### config.mk
export PLATFORM = sky130hd
export DESIGN_NAME = apuf_crp_sequencer
export DESIGN_NICKNAME = d
export VERILOG_FILES = /design/src/rtl/apuf_pkg.sv /design/src/rtl/apuf_lfsr32.sv /design/src/rtl/apuf_crp_sequencer.sv
export SDC_FILE = /design/constraint.sdc
export NUM_CORES = 1
export LEC_CHECK = 0
export BUFFER_PORTS_ARGS = -buffer_cell sky130_fd_sc_hd__buf_2
export CORE_MARGIN = 1
export CORE_UTILIZATION = 40
export CTS_CLUSTER_DIAMETER = 50
export CTS_CLUSTER_SIZE = 25
export DETAILED_ROUTE_END_ITERATION = 16
export GPL_ROUTABILITY_DRIVEN = 1
export PLACE_DENSITY = 0.72
export SYNTH_ARGS = -nofsm -noshare
export SYNTH_HDL_FRONTEND = slang
export SYNTH_SLANG_ARGS = --single-unit
### constraint.sdc
create_clock -name clk -period 2.7 [get_ports clk]
set_input_delay 0.54 -clock clk [delete_from_list [all_inputs] [get_ports clk]]
set_output_delay 0.54 -clock clk [all_outputs]
set_load 0.01 [all_outputs]
### src/rtl/apuf_pkg.sv
// Shared types and constants for the arbiter PUF challenge/response sequencer.
package apuf_pkg;

    typedef enum logic [2:0] {
        IDLE,
        FILL,
        LAUNCH,
        SETTLE,
        SAMPLE,
        RELAX,
        VOTE,
        OUT
    } state_t;

    localparam logic [31:0] LFSR_MASK     = 32'h8020_0003;
    localparam logic [31:0] LFSR_ZERO_SUB = 32'h0000_0001;

endpackage

### src/rtl/apuf_lfsr32.sv
// 32-bit right-shifting Galois LFSR with seed load and enable-gated advance.
module apuf_lfsr32
    import apuf_pkg::*;
(
    input  logic        clk,
    input  logic        rst,
    input  logic        load,
    input  logic [31:0] seed,
    input  logic        adv,
    output logic        out_bit
);

    logic [31:0] lfsr;

    // An all-zero state would lock the register, so a zero seed is substituted.
    always_ff @(posedge clk) begin
        if (rst) begin
            lfsr <= '0;
        end else if (load) begin
            lfsr <= (seed == '0) ? LFSR_ZERO_SUB : seed;
        end else if (adv) begin
            lfsr <= lfsr[0] ? ((lfsr >> 1) ^ LFSR_MASK) : (lfsr >> 1);
        end
    end

    assign out_bit = lfsr[0];

endmodule

### src/rtl/apuf_crp_sequencer.sv
// Arbiter PUF driver: LFSR challenges, repeated races, majority vote, CRP handshake.
module apuf_crp_sequencer
    import apuf_pkg::*;
#(
    parameter int unsigned CHAL_W     = 243,
    parameter int unsigned SETTLE_CYC = 8,
    parameter int unsigned N_REPEAT   = 5,
    parameter int unsigned CONF_W     = $clog2(N_REPEAT + 1)
) (
    input  logic              clk,
    input  logic              rst,
    input  logic              start,
    input  logic [15:0]       num_crp,
    input  logic [31:0]       seed,
    output logic              busy,
    output logic [CHAL_W-1:0] chal,
    output logic              race_x,
    output logic              race_y,
    input  logic              puf_q,
    output logic              crp_valid,
    input  logic              crp_ready,
    output logic              crp_resp,
    output logic [CONF_W-1:0] crp_conf,
    output logic              done
);

    localparam int unsigned CNT_MAX = (CHAL_W > SETTLE_CYC) ? CHAL_W : SETTLE_CYC;
    localparam int unsigned CNT_W   = $clog2(CNT_MAX + 1);

    state_t            state;
    logic [CNT_W-1:0]  step_cnt;
    logic [CONF_W-1:0] race_cnt;
    logic [CONF_W-1:0] vote_cnt;
    logic [15:0]       rem_cnt;
    logic              q_s1;
    logic              q_s2;
    logic              lfsr_load;
    logic              lfsr_adv;
    logic              lfsr_bit;

    assign lfsr_load = (state == IDLE) && start;
    assign lfsr_adv  = (state == FILL);

    apuf_lfsr32 u_lfsr (
        .clk     (clk),
        .rst     (rst),
        .load    (lfsr_load),
        .seed    (seed),
        .adv     (lfsr_adv),
        .out_bit (lfsr_bit)
    );

    always_ff @(posedge clk) begin
        if (rst) begin
            q_s1 <= 1'b0;
            q_s2 <= 1'b0;
        end else begin
            q_s1 <= puf_q;
            q_s2 <= q_s1;
        end
    end

    always_ff @(posedge clk) begin
        if (rst) begin
            state     <= IDLE;
            step_cnt  <= '0;
            race_cnt  <= '0;
            vote_cnt  <= '0;
            rem_cnt   <= '0;
            chal      <= '0;
            race_x    <= 1'b0;
            race_y    <= 1'b0;
            crp_valid <= 1'b0;
            crp_resp  <= 1'b0;
            crp_conf  <= '0;
            busy      <= 1'b0;
            done      <= 1'b0;
        end else begin
            case (state)
                IDLE: begin
                    done <= 1'b0;
                    if (start) begin
                        rem_cnt  <= num_crp;
                        busy     <= 1'b1;
                        step_cnt <= '0;
                        // A zero-length run parks in OUT with nothing to hand over
                        // so that done lands one cycle after the start edge.
                        state    <= (num_crp == '0) ? OUT : FILL;
                    end
                end
                FILL: begin
                    chal <= {chal[CHAL_W-2:0], lfsr_bit};
                    if (step_cnt == CNT_W'(CHAL_W - 1)) begin
                        step_cnt <= '0;
                        vote_cnt <= '0;
                        race_cnt <= '0;
                        state    <= LAUNCH;
                    end else begin
                        step_cnt <= step_cnt + 1'b1;
                    end
                end
                LAUNCH: begin
                    race_x   <= 1'b1;
                    race_y   <= 1'b1;
                    step_cnt <= '0;
                    state    <= SETTLE;
                end
                SETTLE: begin
                    if (step_cnt == CNT_W'(SETTLE_CYC - 1)) begin
                        step_cnt <= '0;
                        state    <= SAMPLE;
                    end else begin
                        step_cnt <= step_cnt + 1'b1;
                    end
                end
                SAMPLE: begin
                    vote_cnt <= vote_cnt + CONF_W'(q_s2);
                    race_cnt <= race_cnt + 1'b1;
                    race_x   <= 1'b0;
                    race_y   <= 1'b0;
                    step_cnt <= '0;
                    state    <= RELAX;
                end
                RELAX: begin
                    if (step_cnt == CNT_W'(SETTLE_CYC - 1)) begin
                        step_cnt <= '0;
                        state    <= (race_cnt == CONF_W'(N_REPEAT)) ? VOTE : LAUNCH;
                    end else begin
                        step_cnt <= step_cnt + 1'b1;
                    end
                end
                VOTE: begin
                    crp_conf  <= vote_cnt;
                    crp_resp  <= (vote_cnt > CONF_W'(N_REPEAT / 2));
                    crp_valid <= 1'b1;
                    state     <= OUT;
                end
                OUT: begin
                    if (rem_cnt == '0) begin
                        done  <= 1'b1;
                        busy  <= 1'b0;
                        state <= IDLE;
                    end else if (crp_valid && crp_ready) begin
                        crp_valid <= 1'b0;
                        rem_cnt   <= rem_cnt - 1'b1;
                        step_cnt  <= '0;
                        if (rem_cnt == 16'd1) begin
                            done  <= 1'b1;
                            busy  <= 1'b0;
                            state <= IDLE;
                        end else begin
                            state <= FILL;
                        end
                    end
                end
                default: state <= IDLE;
            endcase
        end
    end

endmodule

== Yosys cells after proc, flatten, opt, wreduce, memory -nomap -nowiden ==
Cells that the tools add are included.
W data, S select, Z words.
Cells by class
  $add $sub $neg: 4
  $lt $le $gt $ge: 1
  equal/unequal tests: 19
  muxes and demuxes: 40
  bitwise logic cells: 1
  reduce and logical (&&, ||, !) cells: 21
Operator list (number)
  $mux W32: 4
  $mux W16: 3
  $mux W8: 5
  $pmux W8 S5: 1
  $logic_not A16 Y1: 2
  $logic_not A32 Y1: 1
  $pmux W16 S2: 1
  $mux W3: 9
  $pmux W3 S8: 1
  $eq A16 B1 Y1 const B: 1
  $sub A16 B1 Y16 const B: 1
  $eq A3 B3 Y1 const B: 5
  $pmux W3 S2: 2
  $reduce_and A4 Y1: 3
  $mux W1: 10
  $ne A2 B2 Y1 const B: 5
  $reduce_bool A2 Y1: 5
  $add A8 B1 Y8 const B: 1
  $eq A8 B3 Y1 const B: 1
  $eq A8 B8 Y1 const B: 1
  $pmux W1 S2: 4
  $eq A3 B2 Y1 const B: 2
  $ne A3 B3 Y1 const B: 2
  $reduce_and A3 Y1: 2
  other kinds (12): 14
Word-level totals
  register bits after elaboration: 318
  input port bits: 53
  output and inout bits: 252
  word-level logic and storage cells: 101

== Logic depth before layout (Yosys ltp) ==
Gate-level depths: netlist of the first run.
  word-level depth: 5
  gate-level depth with buffers: 8
  gate-level depth less buffers: 7

== By module ==
From an unflattened synthesis of the first run, not the netlist that was laid out.
Second synthesis, totals
  cell total of the unflattened synthesis: 1582
  area total of the unflattened synthesis: 12450.7 µm²
By module, submodules not included
  apuf_crp_sequencer: instances 1, cells each 1395, area an instance 10914.2 µm², seq. area each 5725.5 µm²
  apuf_lfsr32: instances 1, cells each 187, area an instance 1536.5 µm², seq. area each 640.6 µm²

== Worst setup path after synthesis of the first run ==
Ideal clock, no wire load.
  path kind: register -> register
  start: register rem_cnt[0]
  end: register rem_cnt[12]
  setup time: 0.115 ns
  arrival: 1.811 ns
  required time: 2.585 ns
  path slack: 0.775 ns
  cell stages (with the launch flop): 9
  buffers on the path: 1
  period minus slack after synthesis: 1.925 ns
  path through: dfxtp_1 > inv_1 > ha_1 > nor4b_1 > nand4_2 > a31oi_4 > buf_6 > a21oi_1 > o21a_1
On the way
  word-level cells in the longest chain between the ends: 4
  elaborated cells on any way between the ends: 7
  classes of those cells: add/sub: 1; eq/ne: 1; mux: 3; reduce/logical: 2
RTL lines
  from (decl): RTL line apuf_crp_sequencer.sv:34  | logic [15:0] rem_cnt;
  from (signal assigned): RTL line apuf_crp_sequencer.sv:83  | rem_cnt <= num_crp;
  from (signal assigned): RTL line apuf_crp_sequencer.sv:145  | rem_cnt <= rem_cnt - 1'b1;
  $sub A16 B1 Y16: RTL line apuf_crp_sequencer.sv:145
  $mux W16: RTL line apuf_crp_sequencer.sv:143  | end else if (crp_valid && crp_ready) begin
  $mux W16: RTL line apuf_crp_sequencer.sv:139  | if (rem_cnt == '0) begin
  $pmux W16 S2: RTL line apuf_crp_sequencer.sv:79  | case (state)
Parallel ways exist; a longest one is shown, timed or not. The select of a mux whose other input is x is not followed.
A chain may end at the register's enable or synchronous reset.

== Worst setup path after layout of the first run ==
  start: register rem_cnt[0]
  end: register rem_cnt[13]
The elaborated chain is that of the path after synthesis.

==> results of run 1 <==
## registers in the layout, summed over array words and instances, names as in the netlist, 3 cells and up
name	flops
chal	243
u_lfsr.lfsr	32
rem_cnt	16
step_cnt	8
crp_conf	3
race_cnt	3
state	3
vote_cnt	3
## layer usage
metal	track usage (%)	vias up	part of all wire [%]
li1	-	5670	-
met1	25.5	5157	44
met2	31.0	359	45
met3	5.63	59	8.2
met4	7.36	0	2.6
met5	0	-	0
## cell families after synthesis
family	count (synthesis)	share of synthesized area [%]
simple gates	718	24.4
buf+inv	122	4.19
mux	1	0.0932
fa+ha+maj	9	0.932
xor+xnor	12	0.870
compound gates	378	16.9
flops	318	52.7
## Yosys cell counts, types with 7 or more instances
cell type | instances | area, um^2
sky130_fd_sc_hd__clkbuf_1 | 81 | 304
sky130_fd_sc_hd__ha_1 | 9 | 113
sky130_fd_sc_hd__dfxtp_1 | 318 | 6370
sky130_fd_sc_hd__o21ai_0 | 53 | 265
sky130_fd_sc_hd__buf_2 | 30 | 150
sky130_fd_sc_hd__nand4_1 | 7 | 43.8
sky130_fd_sc_hd__nor3_1 | 40 | 200
sky130_fd_sc_hd__nand3_1 | 14 | 70.1
sky130_fd_sc_hd__nor4_1 | 15 | 93.8
sky130_fd_sc_hd__a21oi_1 | 282 | 1410
sky130_fd_sc_hd__nor2_1 | 90 | 338
sky130_fd_sc_hd__xor2_1 | 8 | 70.1
sky130_fd_sc_hd__nand2_1 | 523 | 1960
sky130_fd_sc_hd__inv_1 | 9 | 33.8
## per-stage QoR
stage                     utilization, %  setup WS [ps]  std cells  hold WS (ps)
after floorplan                        -            775       1558           414
after global placement              46.7            499       2161           448
after detailed placement            46.7            424       2161           429
after CTS                           50.8            413       2224           221
after global routing                50.8            209       2225           256
final                               50.8            383       2225           241
## report_power, final
group	internal [W]	leakage, nW	switching [W]	total, W
Clock	0.00282	0.596	0.00208	0.00490
Combinational	0.000355	2.91	0.000957	0.00131
Sequential	0.00483	2.57	0.000117	0.00495
## path summary, 6_finish.rpt
path                       to  depth (start not counted)
setup / recovery  rem_cnt[13]                          7
hold reg to reg          q_s2                          1
setup reg to reg  rem_cnt[13]                          7
hold / removal           q_s1                          2
## layout make-up
class,instances,share of cell area [%]
Multi-Input combinational cell,1118,34.6
Antenna cell,1,0.0166
Tap cell,390,3.23
Inverter,9,0.224
Timing Repair Buffer,326,11.6
Clock buffer,40,6.27
Sequential cell,318,42.2
Clock inverter,23,1.80
==> impl_summary.log, run 1 <==
INFO  metric syn_area = roughly 0.012 mm^2
INFO  metric initial_utilization = 40.7%
INFO  metric post_drt_via_cell_ratio = 5.05
INFO  metric global_route.usage.total = around 20%
INFO  metric post_synthesis_cell_count = 1,558
INFO  metric fin_skew = between 10 and 15 ps
INFO  metric fmax = ~430 MHz
INFO  metric synthesis.area_per_instance = 7.76 um^2
INFO  metric maxCapViolCount = 0
INFO  metric numPortBuffers = 304
INFO  metric path_delay_family = compound AO/OA/AOI/OAI gates
INFO  metric setup-violations-final = 0
INFO  metric multiInputGateArea = 0.00523 mm^2
INFO  metric hpwlAfterDp = 20,700 um
INFO  metric avgRoutedWirePerCell = around 14 um
INFO  metric ys_warn_count = 0
INFO  metric drt_first_pass_iters = 5
INFO  metric floorplan.die_area = 0.0309 mm^2
INFO  metric critPathArrivalTime = about 2800 ps
INFO  metric clk_root_buffer_cell = sky130_fd_sc_hd__clkbuf_16
INFO  metric overflow = 0
INFO  metric clock_tree_from_tritoncts = done
INFO  metric finalWirelength = 31,500 um
INFO  metric slew-limit-headroom = 56.4%
INFO  metric worstHoldPathType = input pin to flop
INFO  metric grt_pass1_wl = approximately 51,000 um
INFO  metric leakagePower = 6.08 nW
INFO  metric outcome = complete, no violations
INFO  metric synth-seq-area-share = roughly 53%
INFO  metric mappedNetlistNets = 1,620
INFO  metric routabilityCongestion = 0.891
INFO  metric path_cells = inv_1 > ha_1 > nor4b_1 > nand4_2 > a31oi_4 > o21ai_0 > a21oi_1
INFO  metric power.total = between 0.01 and 0.015 W
INFO  metric dominant_synthesized_flop_cell = sky130_fd_sc_hd__dfxtp_1
INFO  metric period_utilization_post_route = between 80% and 90%
INFO  metric drtAntennaViolNets = 0
INFO  metric fp-row-count = 63
INFO  metric worst_hold_startpoint = puf_q
INFO  metric floorplan.die.width = 176 um
INFO  metric synth.lib_cells_used.distinct = 55
INFO  metric filler_cell_count = 2,808
INFO  metric drcViolationCount = 0
INFO  metric first_global_vias = 10,200
INFO  metric critical_path.slowest_cell = sky130_fd_sc_hd__a31oi_4
INFO  metric htree_num_levels = 2
INFO  metric vias = 11,200
INFO  metric setup_total_negative_slack = 0 ps
INFO  metric final_hold_fails = 0
INFO  metric crit_path_start_kind = flop
INFO  metric worstSetupStartpoint = rem_cnt[0]
INFO  metric grt_antenna_before_repair = 1
INFO  metric required_time_at_the_endpoint_of_the_critical_path = between 3000 and 4000 ps
INFO  metric register_area = between 0.006 and 0.007 mm^2
INFO  metric count_of_buffer_and_inverter_cells_on_the_critical_path = 1
INFO  metric grt_setup_unrepaired = no
INFO  metric rrSetupSlack = 380 ps
INFO  metric maximum_number_of_pins_on_one_net_before_global_route_repair = 129
INFO  metric worst_skew_pair.late_latency = around 510 ps
INFO  metric top_library_cells_by_usage_in_the_layout_fill_and_taps_aside = sky130_fd_sc_hd__nand2_1, sky130_fd_sc_hd__dfxtp_1, sky130_fd_sc_hd__buf_2
INFO  metric tritoncts.num_buffers = 35
INFO  metric vdd.ir_drop.worst = about 0.54 mV
INFO  metric number_of_flops_mapped_to_enable_cells_by_yosys = 0
INFO  metric drt_first_iter_violations = between 800 and 900
INFO  metric power_density = 739 mW/mm^2
INFO  metric async_flop_share = 0%
INFO  metric critPathMaxFanout = 19
INFO  metric placed_cell_area = 0.0139 mm^2
INFO  metric worstSetupEndpointType = flop
INFO  metric r2r-start = rem_cnt[0]
INFO  metric post_cts_resized = 0
INFO  metric floorplan.io_pins = 305
INFO  metric drive_gt1_share = between 20% and 30%
INFO  metric cts.reportedPaths.clkPinSlew = 60 ps
INFO  metric clock_sinks = 318
INFO  metric synth-seq-cells = roughly 320
INFO  metric crit_type = flop to flop
INFO  metric postCtsSetupRepairBufs = 0
INFO  metric cpPeakStageDelay = 560 ps
INFO  metric nets = 1,870
INFO  metric final-max-slew-violation-count = 0
INFO  metric leading_cell_type_in_the_layout_fill_and_taps_excluded = sky130_fd_sc_hd__nand2_1
INFO  metric area_delta_synth_final = 24.9%
INFO  metric worstMarginPinSlew = 649 ps
INFO  metric core = slightly below 0.03 mm^2
INFO  metric floorplan.die.height = between 150 and 200 um
INFO  metric clock_tree.buffer_depth = 3
INFO  metric post_cts_hold_buffer_count = 0
INFO  metric stdcell_area = 0.0151 mm^2
INFO  metric period_needed = 2320 ps
No activity file was read; power rests on OpenSTA's default activity.
==> run 2, diff against run 1 <==
CTS_BUF_LIST = sky130_fd_sc_hd__clkbuf_8   (was not set)
==> impl_summary.log, run 2 (synthesized netlist as in run 1, its figures left out) <==
INFO  metric outcome = complete, no violations
INFO  metric leading_cell_type_in_the_layout_fill_and_taps_excluded = sky130_fd_sc_hd__nand2_1
INFO  metric path_delay_family = compound AO/OA/AOI/OAI gates
INFO  metric critPathMaxFanout = 19 (unchanged)
INFO  metric setup-violations-final = 0 (unchanged)
INFO  metric initial_utilization = 40.7% (unchanged)
INFO  metric p_sw = 0.00298 W (-5.7%)
INFO  metric clk_root_buffer_cell = sky130_fd_sc_hd__clkbuf_8
INFO  metric worst_skew_pair.late_latency = 540 ps (+30 ps)
INFO  metric internal_power = 0.00681 W (-15%)
INFO  metric postCtsSetupRepairBufs = 0 (unchanged)
INFO  metric timing.hold.worst_path_depth = 2 (unchanged)
INFO  metric fp-row-count = 63 (unchanged)
INFO  metric floorplan.die_area = 0.0309 mm^2 (unchanged)
INFO  metric clock_tree.buffer_depth = 3 (unchanged)
INFO  metric cpPeakStageDelay = 550 ps (about the same)
INFO  metric drcViolationCount = 0 (unchanged)
INFO  metric drtAntennaViolNets = 0 (unchanged)
INFO  metric required_time_at_the_endpoint_of_the_critical_path = 3160 ps (+30 ps)
INFO  metric post_drt_via_cell_ratio = 5.05 (about the same)
INFO  metric routabilityCongestion = 0.891 (unchanged)
INFO  metric drive_gt1_share = 22.2% (unchanged)
INFO  metric worstSetupEndpointType = flop
INFO  metric top_library_cells_by_usage_in_the_layout_fill_and_taps_aside = sky130_fd_sc_hd__nand2_1, sky130_fd_sc_hd__dfxtp_1, sky130_fd_sc_hd__buf_2
INFO  metric rr_endpoint = rem_cnt[15]
INFO  metric hpwlAfterDp = 20,700 um (unchanged)
INFO  metric core = 0.0297 mm^2 (unchanged)
INFO  metric fmax = 433 MHz (+0.25%)
INFO  metric post_cts_hold_buffer_count = 0 (unchanged)
INFO  metric floorplan.die.height = 176 um (unchanged)
INFO  metric worstMarginPinSlew = 659 ps (+10.8 ps)
INFO  metric whs = 212 ps (-29.5 ps)
INFO  metric clock_tree_from_tritoncts = done
INFO  metric rrSetupSlack = 390 ps (about the same)
INFO  metric crit_path_start_kind = flop
INFO  metric floorplan.io_pins = 305 (unchanged)
INFO  metric combinationalPowerShare = 13.4% (+1.6 points)
INFO  metric final_hold_fails = 0 (unchanged)
INFO  metric leakagePower = 5.90 nW (-3.0%)
INFO  metric largestRegisters = chal x243, u_lfsr.lfsr x32, rem_cnt x16
INFO  metric first_global_vias = 10,100 (-1.8%)
INFO  metric drt_first_pass_iters = 6 (+1)
INFO  metric holdPathEnd = q_s1
INFO  metric drt_first_iter_violations = 867 (+0.81%)
INFO  metric slew-limit-headroom = 55.6% (-0.73 points)
INFO  metric period_utilization_post_route = 85.6% (-0.22 points)
INFO  metric worstHoldPathType = input pin to flop
INFO  metric maximum_number_of_pins_on_one_net_before_global_route_repair = 129 (unchanged)
INFO  metric filler_cell_count = 2,873 (+2.3%)
INFO  metric tritoncts.num_buffers = 35 (unchanged)
INFO  metric critPathArrivalTime = 2770 ps (+20 ps)
INFO  metric portion_of_total_power_attributed_to_the_clock_network = 36.1% (-7.8 points)
INFO  metric numPortBuffers = 304 (unchanged)
INFO  metric grt_setup_unrepaired = no
INFO  metric worst_hold_startpoint = puf_q
INFO  metric power_density = 666 mW/mm^2 (-9.9%)
INFO  metric nets = 1,870 (unchanged)
INFO  metric final-max-slew-violation-count = 0 (unchanged)
INFO  metric max_reg_flops = 243 (unchanged)
INFO  metric finalWirelength = 31,300 um (-0.85%)
INFO  metric power.share.switching = 30.4% (+2.1 points)
INFO  metric vdd.ir_drop.worst = 0.474 mV (-13%)
INFO  metric area_delta_synth_final = 21.5%
INFO  metric largest_register_by_flop_count = chal
INFO  metric post_cts_resized = 0 (unchanged)
INFO  metric fin_skew = 24.1 ps (+10.1 ps)
INFO  metric floorplan.die.width = 176 um (unchanged)
INFO  metric critical_path.slowest_cell = sky130_fd_sc_hd__a31oi_4
INFO  metric r2r-start = rem_cnt[0]
INFO  metric sequentialPowerShare = 50.5% (+6.2 points)
INFO  metric r2r.worst_path.cells = 7 (unchanged)
INFO  metric global_route.usage.total = 19.4% (-0.32 points)
INFO  metric setup_total_negative_slack = 0 ps (unchanged)
INFO  metric grt_pass1_wl = 49,900 um (-1.5%)
INFO  metric overflow = 0 (unchanged)
INFO  metric grt_antenna_before_repair = 1 (unchanged)
INFO  metric cts.reportedPaths.clkPinSlew = 90 ps (+30 ps)
INFO  metric path_cells = inv_1 > ha_1 > nor4b_1 > nand4_2 > a31oi_4 > o21ai_0 > a21oi_1
INFO  metric clock_sinks = 318 (unchanged)
INFO  metric vias = 11,200 (-0.053%)
INFO  metric crit_type = flop to flop
INFO  metric htree_num_levels = 2 (unchanged)
INFO  metric avgRoutedWirePerCell = 14.1 um (-0.85%)
INFO  metric maxCapViolCount = 0 (unchanged)
INFO  metric count_of_buffer_and_inverter_cells_on_the_critical_path = 1 (unchanged)
INFO  metric period_needed = 2310 ps (-5.84 ps)
## run 2: worst max-delay path by stage
stage               start          end  cells past startpoint
4_1_cts        rem_cnt[0]  rem_cnt[15]                      7
2_1_floorplan  rem_cnt[0]  rem_cnt[12]                      8
3_5_place_dp   rem_cnt[0]   rem_cnt[3]                      7
6_report       rem_cnt[0]  rem_cnt[15]                      7
5_1_grt        rem_cnt[0]  rem_cnt[14]                      7
3_3_place_gp   rem_cnt[0]   rem_cnt[2]                      7
## run 2: layout make-up
| type | count | area (um^2) | share of cell area [%] |
|---|---|---|---|
| timing repair buffer | 326 | 1760 | 12.0 |
| inverter | 9 | 33.8 | 0.230 |
| multi-input combinational | 1118 | 5230 | 35.6 |
| clock buffer | 38 | 523 | 3.56 |
| clock inverter | 25 | 279 | 1.90 |
| tap | 390 | 488 | 3.32 |
| antenna | 1 | 2.50 | 0.0170 |
| sequential | 318 | 6370 | 43.4 |
## run 2: metrics by stage
step | setup slack, ps | std cells | total power (W) | util (%) | area, um^2
final | 388 | 2225 | 0.00978 | 49.4 | 14700
after CTS | 421 | 2224 | 0.00991 | 49.4 | 14700
after detailed placement | 424 | 2161 | 0.00636 | 46.7 | 13900
after global placement | 499 | 2161 | 0.00634 | 46.7 | 13900
after global routing | 228 | 2225 | 0.0103 | 49.4 | 14700
after floorplan | 775 | 1558 | 0.00600 | - | 12100
## run 2: routing by layer
layer | GRT usage (%) | up-vias | routed length, um
met5 | 0 | - | 0
li1 | - | 5660 | -
met2 | 30.5 | 372 | 14200
met4 | 7.17 | 0 | 788
met1 | 25.1 | 5143 | 13700
met3 | 5.58 | 64 | 2540
## run 2: power by group through the flow
| stage | sequential (W) | clock [W] | combinational, W |
|---|---|---|---|
| final | 0.00494 | 0.00353 | 0.00131 |
| after global routing | 0.00496 | 0.00387 | 0.00145 |
| after CTS | 0.00494 | 0.00366 | 0.00131 |
| after detailed placement | 0.00505 | 0 | 0.00131 |
| after global placement | 0.00505 | 0 | 0.00129 |
| after floorplan | 0.00501 | 0 | 0.000992 |
==> run 3, diff against run 2 <==
CORE_UTILIZATION = 46   (was 40)
PLACE_DENSITY = 0.82   (was 0.72)
clock period = 2 ns   (was 2.7 ns; I/O delays follow)
==> impl_summary.log, run 3 (synthesized netlist as in run 1, its figures left out) <==
INFO  metric outcome = complete, no violations
INFO  metric setup-violations-final = 0 (unchanged)
INFO  metric largest_register_by_flop_count = chal
INFO  metric nets = 1,894 (+1.3%)
INFO  metric period_utilization_post_route = 94.8% (+9.2 points)
INFO  metric top_library_cells_by_usage_in_the_layout_fill_and_taps_aside = sky130_fd_sc_hd__nand2_1, sky130_fd_sc_hd__dfxtp_1, sky130_fd_sc_hd__buf_2
INFO  metric drt_first_iter_violations = 910 (+5.0%)
INFO  metric tritoncts.num_buffers = 31 (-11%)
INFO  metric first_global_vias = 10,500 (+3.9%)
INFO  metric clock_tree_from_tritoncts = done
INFO  metric cpPeakStageDelay = 590 ps (+40 ps)
INFO  metric combinationalPowerShare = 14.7% (+1.3 points)
INFO  metric antenna_cells = 0 (-1)
INFO  metric maximum_number_of_pins_on_one_net_before_global_route_repair = 131 (+1.6%)
INFO  metric routabilityCongestion = 0.888 (-0.36%)
INFO  metric overflow = 0 (unchanged)
INFO  metric avgRoutedWirePerCell = 14.2 um (+1.1%)
INFO  metric grt_pass1_wl = 50,000 um (about the same)
INFO  metric required_time_at_the_endpoint_of_the_critical_path = 2490 ps (-670 ps)
INFO  metric clk_root_buffer_cell = sky130_fd_sc_hd__clkbuf_8
INFO  metric initial_utilization = 47.5% (+6.8 points)
INFO  metric crit_type = flop to flop
INFO  metric power.share.switching = 30.5% (+0.13 points)
INFO  metric whs = 75.6 ps (-136 ps)
INFO  metric p_sw = 0.00415 W (+39%)
INFO  metric hpwlAfterDp = 21,300 um (+2.9%)
INFO  metric setup_slack = 103 ps (-285 ps)
INFO  metric clock_tree.buffer_depth = 3 (unchanged)
INFO  metric core = 0.0255 mm^2 (-14%)
INFO  metric floorplan.die_area = 0.0269 mm^2 (-13%)
INFO  metric worstMarginPinSlew = 565 ps (-94.5 ps)
INFO  metric worstHoldPathType = input pin to flop
INFO  metric drive_gt1_share = 23.6% (+1.3 points)
INFO  metric sequentialPowerShare = 49.2% (-1.3 points)
INFO  metric drt_first_pass_iters = 5 (-1)
INFO  metric crit_path_start_kind = flop
INFO  metric floorplan.die.width = 164 um (-6.7%)
INFO  metric fin_skew = 36.2 ps (+12.1 ps)
INFO  metric path_delay_family = simple AND/OR/NAND/NOR gates
INFO  metric portion_of_total_power_attributed_to_the_clock_network = 36.2% (about the same)
INFO  metric vias = 11,500 (+2.3%)
INFO  metric numPortBuffers = 304 (unchanged)
INFO  metric power_density = 907 mW/mm^2 (+36%)
INFO  metric setup_total_negative_slack = 0 ps (unchanged)
INFO  metric grt_antenna_before_repair = 0 (-1)
INFO  metric critPathMaxFanout = 7 (-12)
INFO  metric drcViolationCount = 0 (unchanged)
INFO  metric clock_sinks = 318 (unchanged)
INFO  metric fmax = 527 MHz (+22%)
INFO  metric htree_num_levels = 1 (-1)
INFO  metric pre_cts_ws = 22.7 ps (-402 ps)
INFO  metric vdd.ir_drop.worst = 0.701 mV (+48%)
INFO  metric area_delta_synth_final = 23.9%
INFO  metric internal_power = 0.00944 W (+39%)
INFO  metric leading_cell_type_in_the_layout_fill_and_taps_excluded = sky130_fd_sc_hd__nand2_1
INFO  metric period_needed = 1900 ps (-415 ps)
INFO  metric largestRegisters = chal x243, u_lfsr.lfsr x32, rem_cnt x16
INFO  metric post_drt_via_cell_ratio = 5.25 (+4.0%)
INFO  metric count_of_buffer_and_inverter_cells_on_the_critical_path = 0 (-1)
INFO  metric cts.reportedPaths.clkPinSlew = 110 ps (+20 ps)
INFO  metric worst_skew_pair.late_latency = 620 ps (+80 ps)
INFO  metric drtAntennaViolNets = 0 (unchanged)
INFO  metric fp-row-count = 58 (-7.9%)
INFO  metric global_route.usage.total = 22.2% (+2.8 points)
INFO  metric maxCapViolCount = 0 (unchanged)
INFO  metric path_cells = or4_4 > nor2_2 > nand3_1 > or3_1 > o211a_1
INFO  metric critPathArrivalTime = 2380 ps (-390 ps)
INFO  metric worstSetupEndpointType = flop
INFO  metric finalWirelength = 31,100 um (-0.64%)
INFO  metric critical_path.slowest_cell = sky130_fd_sc_hd__or4_4
INFO  metric slew-limit-headroom = 62.3% (+6.7 points)
INFO  metric floorplan.die.height = 164 um (-6.7%)
INFO  metric final_hold_fails = 0 (unchanged)
INFO  metric max_reg_flops = 243 (unchanged)
INFO  metric leakagePower = 6.08 nW (+3.1%)
INFO  metric floorplan.io_pins = 305 (unchanged)
INFO  metric final-max-slew-violation-count = 0 (unchanged)
INFO  metric grt_setup_unrepaired = no
[run 3: cell types whose count changed in the layout (fill, tap and decap cells not counted), sizes merged]
cell,change
inv,+3
buf,+28
bufinv,+2
diode,-1
clkbuf,-6
clkinv,-4
[run 3: path summary, 6_finish.rpt]
kind	from	to	cells after the start	slack [ps]
worst max-delay path	rem_cnt[7]	busy	5	100
worst min-delay path	seed[2]	u_lfsr.lfsr[2]	3	80
worst max register to register	rem_cnt[7]	busy	5	100
worst min register to register	chal[229]	chal[230]	2	450
[run 3: final cells by class]
| type | instances | area, um^2 |
|---|---|---|
| tap | 330 | 413 |
| multi-input combinational | 1118 | 5250 |
| sequential | 318 | 6370 |
| fill | 2239 | 10500 |
| inverter | 9 | 33.8 |
| timing repair buffer | 354 | 2090 |
| clock buffer | 32 | 440 |
| clock inverter | 26 | 374 |
[run 3: metal layers]
metal	part of all wire (%)	GRT usage [%]	routed length (um)	vias up
met3	7.8	5.43	2420	65
met5	0	0	0	-
met2	47	36.5	14500	394
met4	2.9	6.90	907	0
li1	-	-	-	5707
met1	43	28.4	13300	5326
[run 3: what timing repair did]
action,4_1_cts,5_1_grt
setup endpoints to repair,0,18
hold buffers,0,0
buffers inserted,0,0
resized for setup,0,6
[run 3: through the flow]
stage | total power (W) | util (%) | cell area (um^2) | std cells
after floorplan | 0.00810 | - | 12100 | 1558
after global placement | 0.00875 | 55.5 | 14100 | 2129
after detailed placement | 0.00879 | 55.5 | 14100 | 2129
after CTS | 0.0137 | 58.7 | 15000 | 2187
after global routing | 0.0142 | 58.8 | 15000 | 2187
final | 0.0136 | 58.8 | 15000 | 2187
[run 3: power groups by stage]
stage	Combinational, W	Clock (W)	Sequential [W]
finish	0.00199	0.00491	0.00668
CTS	0.00199	0.00502	0.00667
global placement	0.00195	0	0.00680
global route	0.00220	0.00528	0.00670
floorplan	0.00134	0	0.00677
detailed placement	0.00198	0	0.00681
[run 3: worst reg2reg max path: stages, from the launching register on]
cell and delay, ps:
sky130_fd_sc_hd__dfxtp_1 390, sky130_fd_sc_hd__or4_4 590, sky130_fd_sc_hd__nor2_2 160, sky130_fd_sc_hd__nand3_1 110, sky130_fd_sc_hd__or3_1 400, sky130_fd_sc_hd__o211a_1 150
